### src/rtl/ysyx_22040386_csr.sv
// ysyx_22040386_csr: M-mode CSR file, free-running mcycle and ecall/mret trap sequencer.
// Reads and redirect are combinational; all updates commit at the rising edge.
module ysyx_22040386_csr #(
    parameter logic [63:0] MCAUSE_ECALL = 64'd11,
    parameter logic [63:0] MSTATUS_RST = 64'h0000_0000_0000_1800
) (
    input  logic        i_CSR_clk,
    input  logic        i_CSR_rst,
    input  logic        i_CSR_valid,
    input  logic [1:0]  i_CSR_state,
    input  logic        i_CSR_ren,
    input  logic        i_CSR_wen,
    input  logic [11:0] i_CSR_raddr,
    input  logic [11:0] i_CSR_waddr,
    input  logic [2:0]  i_CSR_funct3,
    input  logic [4:0]  i_CSR_rs1_addr,
    input  logic [63:0] i_CSR_wdata,
    input  logic [63:0] i_CSR_pc,
    output logic [63:0] o_CSR_rdata,
    output logic        o_CSR_redirect,
    output logic [63:0] o_CSR_npc
);
    localparam logic [1:0] ST_RW = 2'b01;
    localparam logic [1:0] ST_ECALL = 2'b10;
    localparam logic [1:0] ST_MRET = 2'b11;

    // slots: 0 mstatus, 1 mie, 2 mtvec, 3 mscratch, 4 mepc, 5 mcause, 6 mip, 7 mcycle
    logic [63:0] csr [8];
    logic [3:0]  rsel, wsel;
    logic [63:0] old, wval, ms;
    logic        wr;

    // {hit, slot} for a CSR address
    function automatic logic [3:0] sel(input logic [11:0] a);
        case (a)
            12'h300: sel = 4'b1000;
            12'h304: sel = 4'b1001;
            12'h305: sel = 4'b1010;
            12'h340: sel = 4'b1011;
            12'h341: sel = 4'b1100;
            12'h342: sel = 4'b1101;
            12'h344: sel = 4'b1110;
            12'hB00: sel = 4'b1111;
            default: sel = 4'b0000;
        endcase
    endfunction

    always_comb begin
        rsel = sel(i_CSR_raddr);
        wsel = sel(i_CSR_waddr);
        old = wsel[3] ? csr[wsel[2:0]] : '0;
        ms = csr[0];
        wval = i_CSR_funct3 == 3'b001 ? i_CSR_wdata :
               i_CSR_funct3 == 3'b010 ? (old | i_CSR_wdata) : (old & ~i_CSR_wdata);
        // set/clear with x0 as source must not write
        wr = i_CSR_valid && i_CSR_state == ST_RW && wsel[3] &&
             (i_CSR_funct3 == 3'b001 ||
              ((i_CSR_funct3 == 3'b010 || i_CSR_funct3 == 3'b011) && i_CSR_rs1_addr != 5'd0));
        o_CSR_rdata = (i_CSR_ren && rsel[3]) ? csr[rsel[2:0]] : '0;
        o_CSR_redirect = i_CSR_state[1];
        o_CSR_npc = i_CSR_state == ST_ECALL ? {csr[2][63:2], 2'b00} :
                    i_CSR_state == ST_MRET ? csr[4] : '0;
    end

    always_ff @(posedge i_CSR_clk) begin
        if (i_CSR_rst) begin
            for (int i = 0; i < 8; i++) csr[i] <= (i == 0) ? MSTATUS_RST : '0;
        end else begin
            csr[7] <= csr[7] + 64'd1;
            if (wr) csr[wsel[2:0]] <= wval;
            if (i_CSR_valid && i_CSR_state == ST_ECALL) begin
                csr[4] <= i_CSR_pc;
                csr[5] <= MCAUSE_ECALL;
                csr[0] <= {ms[63:13], 2'b11, ms[10:8], ms[3], ms[6:4], 1'b0, ms[2:0]};
            end
            if (i_CSR_valid && i_CSR_state == ST_MRET)
                csr[0] <= {ms[63:13], 2'b11, ms[10:8], 1'b1, ms[6:4], ms[7], ms[2:0]};
        end
    end

    // decode raises wen only for csr rw or ecall
    assert property (@(posedge i_CSR_clk) disable iff (i_CSR_rst)
        (i_CSR_valid && i_CSR_wen) |-> (i_CSR_state == ST_RW || i_CSR_state == ST_ECALL));
endmodule

### config.mk
export PLATFORM = sky130hd
export DESIGN_NAME = ysyx_22040386_csr
export DESIGN_NICKNAME = d
export VERILOG_FILES = /design/src/rtl/ysyx_22040386_csr.sv
export SDC_FILE = /design/constraint.sdc
export NUM_CORES = 2
export LEC_CHECK = 0
export CAP_MARGIN = 25
export CORE_MARGIN = 2
export CORE_UTILIZATION = 56
export CTS_CLUSTER_DIAMETER = 30
export DETAILED_ROUTE_END_ITERATION = 16
export GPL_TIMING_DRIVEN = 0
export PLACE_DENSITY = 0.78
export SYNTH_ARGS = -nofsm -noshare
export SYNTH_HDL_FRONTEND = slang
export SYNTH_SLANG_ARGS = --single-unit
### constraint.sdc
create_clock -name i_CSR_clk -period 11.7 [get_ports i_CSR_clk]
set_input_delay 2.34 -clock i_CSR_clk [delete_from_list [all_inputs] [get_ports i_CSR_clk]]
set_output_delay 2.34 -clock i_CSR_clk [all_outputs]
set_load 0.02 [all_outputs]
[Word level (Yosys, flattened, before mapping)]
Memories as Yosys holds them, arrays and structs flattened.
Index checks and enable logic that the tools add are counted.
Cells by class
  add/sub/neg operators: 1
  eq/ne operators: 23
  multiplexer cells: 28
  bitwise gates (word level): 11
  reductions and logical operators: 11
Operator list (number)
  64-bit 2-to-1 mux: 12
  12-bit by 10-bit equality test with 1-bit output, second input constant: 14
  64-bit by 1-bit adder with 64-bit output, second input constant: 1
  64-bit bitwise AND: 1
  64-bit inverter: 1
  64-bit bitwise OR: 1
  4-bit one-hot mux with 8 select lines: 2
  64-bit OR reduction: 1
  12-bit equality test, second input constant: 2
  1-bit 2-to-1 mux: 13
  1-bit logical AND: 7
  3-bit by 2-bit equality test with 1-bit output, second input constant: 2
  1-bit bitwise OR: 5
  5-bit nonzero test: 1
  2-bit equality test, second input constant: 2
  3-bit by 1-bit equality test with 1-bit output, second input constant: 1
  3-bit equality test, first input constant: 1
  3-bit 2-to-1 mux: 1
  1-bit bitwise AND: 2
  2-bit by 1-bit equality test with 1-bit output, second input constant: 1
  1-bit logical OR: 2
  1-bit inverter: 1
Word-level totals
  flip-flop bits (word level): 0
  RAM bits: 512
  input bits: 167
  output and inout bits: 129
  word-level logic and storage cells: 75
  memories kept: 1
Memories
  csr: words 8, width 64, rd ports 6, clocked after Yosys merged registers in 0, write ports 8, line 28  | logic [63:0] csr [8];

[Longest topological paths before layout]
  word-level depth: 11
  depth in mapped cells: 12
  depth with buffers taken out: 8

[Least setup slack after synthesis]
Ideal clock, no wire load.
  path kind: input -> output
  start: in i_CSR_raddr[0]
  end: out o_CSR_rdata[22]
  data arrival time: 4635 ps
  required time: 9360 ps
  setup slack: 4725 ps
  cell stages on the path: 7
  buffers on the path: 3
  path through: clkbuf_1 > or4_1 > a21oi_1 > buf_2 > clkbuf_1 > mux4_2 > a22o_1
On the way
  cells in the longest elaborated chain, start to end: 4
  elaborated cells on any way between the ends: 12
  classes of those cells: 8 x eq/ne; 2 x mux; 1 x reduce/logical; 1 x memory
Ends and longest elaborated chain
  from (decl): line 13  | input logic [11:0] i_CSR_raddr,
  12-bit equality test / 12-bit by 10-bit equality test with 1-bit output (equally long branches): line 35  | case (a)
  4-bit one-hot mux with 8 select lines (*): line 35
  memory 8 x 64 bit / 1-bit logical AND (equally long branches)
  64-bit 2-to-1 mux (*): line 59  | o_CSR_rdata = (i_CSR_ren && rsel[3]) ? csr[rsel[2:0]] : '0;
  to (decl): line 19  | output logic [63:0] o_CSR_rdata,
Mark *: on every way between the ends. The rest lies on a longest branch, timed or not.

[Worst setup path after layout]
  start: in i_CSR_raddr[6]
  end: out o_CSR_rdata[34]
The elaborated chain is that of the path after synthesis.

==> impl_metrics.csv <==
group,metric,value,unit
run_status,status,"finished, violations left",
run_status,violations,"design-rule violations",
sta,clock_skew,0.0301,ns
drt,via_count,31136,
drt,totalWireLength,152000,microns
synth,synth_edf_count,448,
min_path,hp-class,"flip-flop to flip-flop",
placed_design,port_buffers,288,
pwr,p_leak,12.6,nW
flow_run,drv_cap,0,
cts,ctsLongestPathBuffers,3,
synth,syn_inst,2801,
cts,cts_hold_buf,0,
synth,seq_area_frac_synth,48.6,%
drt,met2WireLength,60700,microns
synth,synth_area,30300,sq um
sta,tns,0,ns
die,io_pins,296,
synth,synth.distinct_cells,78,
pwr,p_seq_share,35.3,%
die,die_w,237,microns
grt,grt_pass1_wl,211000,microns
pwr,pwr-share-clk,57.0,%
synth,post_synth.cell_area_avg,10.8,sq um
drt,met3_length,27900,microns
pwr,intPower,4.59,mW
synth,synthesis.nets,2969,
drt,viasPerCell,7.64,
die,rows,85,
cells_and_area,areaGrowthSynthToFinish,29.8,%
die,core,53700,sq um
placed_design,dp_hpwl,102000,microns
sta,slew_viol_final,0,
cts,cts_buffers,115,
cts,ctsResizeCount,0,
critical_path,required,9.36,ns
cells_and_area,nets,3440,
drt,wl_per_cell,37.3,microns
critical_path,critPathKind,"input pin to primary output",
cells_and_area,final_common_cell,"nor2_1",
cts,cts_root_buf,"clkbuf_16",
cts,cts.sinks,512,
sta,fin_crit,9.44,ns
cts,cts_tree,"built",
drt,drtPass1Iterations,14,
sta,tightest_slew,1.27,ns
grt,grt_pass1_vias,29475,
cts,clkTransAtPathRegs,0.05,ns
pwr,combPwrFrac,7.7,%
sta,rsz0062_at_grt,"no",
pwr,swShare,24.6,%
placed_design,gp_congestion,1.01,
critical_path,rr_worst_depth,9,
die,die_area,56000,sq um
synth,synthFlopType,"edfxtp_1",
pwr,powerDensity,155,nW/um^2
sta,setup_violations,0,
drt,dr.max_layer_used,"met5",
cells_and_area,final_util,73.3,%
pwr,p_sw,1.50,mW
cells_and_area,final_cell_mix,"nor2_1 (531), edfxtp_1 (448), clkdlybuf4s50_1 (288)",
drt,drt_iter0_markers,6316,
cts,clk_latency,0.70,ns
critical_path,cp-end-kind,"primary output",
critical_path,crit_fanout,10,
die,initial_core_util,56.4,%
pwr,ir_drop,0.156,mV
cells_and_area,stdcell_area,39400,sq um
critical_path,cp.arrival,7.10,ns
synth,ys_warn_count,0,
critical_path,cp-start-kind,"input pin",
cells_and_area,largestRegisters,"csr x512",
cells_and_area,top_register,"csr",
sta,hold_viol_final,0,
cts,cts_setup_buffers,0,
cells_and_area,fillers,3677,
sta,timing.final.crit_share,80.7,%
min_path,hold_depth,2,
sta,fmax,0.106,GHz
sta,slew_headroom,15.5,%
drt,wl_met1,49500,microns
cells_and_area,layout-drive-gt1-share,16.7,%
placed_design,placed_area,34800,sq um
grt,grt_overflow,0,
cts,htree_levels,3,
grt,grt_usage,53.6,%
synth,postSynthRegisterBits,512,
drt,drc,2,
cells_and_area,largest_reg_flops,512,
synth,synthArstFlopShare,0,%
grt,antenna_found_initial,9,
die,die_h,237,microns
drt,antenna_left,0,
grt,grt_max_degree,44,
-- power groups by stage --
stage	sequential [mW]	combinational, mW	clock [mW]
finish	2.15	0.468	3.48
global route	2.16	0.471	3.53
CTS	2.15	0.442	3.43
detailed placement	2.18	0.438	0
global placement	2.18	0.414	0
floorplan	2.15	0.217	0
-- per-stage QoR --
step | setup WS, ns | power [mW] | cells | hold slack, ns
2_1_floorplan | 4.72 | 2.37 | 2801 | 0.558
3_3_place_gp | 1.49 | 2.60 | 3785 | 0.616
3_5_place_dp | 2.57 | 2.62 | 3825 | 0.628
4_1_cts | 2.60 | 6.02 | 4043 | 0.638
5_1_grt | 2.45 | 6.16 | 4069 | 0.656
6_report | 2.26 | 6.10 | 4078 | 0.646
-- cell usage after synthesis (28+ instances only) --
library cell	number	area, sq um
a21oi_1	33	165
a22o_1	63	552
a311o_1	28	280
buf_2	40	200
clkbuf_1	174	653
dfxtp_1	64	1280
edfxtp_1	448	13500
mux2i_1	90	901
mux4_2	128	2880
nand2_1	200	751
nand3_1	34	170
nor2_1	532	2000
nor2b_1	75	469
nor3_1	57	285
o21ai_0	60	300
o21ai_1	144	721
o221ai_1	30	263
o22ai_1	97	607
or3_1	33	206
xnor2_1	31	272
-- final timing paths --
path	from	to	slack, ns
setup / recovery	i_CSR_raddr[6]	o_CSR_rdata[34]	2.26
hold / removal	csr[7][19]	csr[7][19]	0.65
setup reg to reg	csr[7][9]	csr[7][49]	7.94
hold reg to reg	csr[7][19]	csr[7][19]	0.65
-- logic make-up after synthesis --
family,share of synthesized area [%]
AO/OA/AOI/OAI,17.9
adder cells (fa/ha/maj),0.0413
flip-flops,48.6
multiplexers,12.7
XOR/XNOR,1.59
AND/OR/NAND/NOR,15.4
buffers and inverters,3.79
-- layout make-up --
cell class                 instances  area [sq um]  area share [%]
sequential                       512         14700            37.4
multi-input combinational       2013         14500            36.9
timing repair buffer             354          3890            9.89
clock buffer                     138          3160            8.03
buffer                           251          1060            2.69
clock inverter                    80          1020            2.58
tap                              696           871            2.21
inverter                          25          93.8           0.238
antenna                            9          22.5          0.0572
-- critical path: stages --
cell and delay (ns):
clkdlybuf4s50_1 0.62, nand2b_1 0.16, or4_1 0.43, a21oi_2 0.93, buf_2 0.58, buf_1 0.77, mux4_2 0.43, a22o_1 0.25
clkdlybuf4s50_1 0.57
-- layer usage --
layer / up-vias / global-route usage [%]
li1: 11788 / -
met2: 3606 / 73.6
met4: 10 / 39.1
met1: 14757 / 65.2
met3: 975 / 26.1
met5: - / 0
Note: power is estimated with default switching activity, not from simulation.
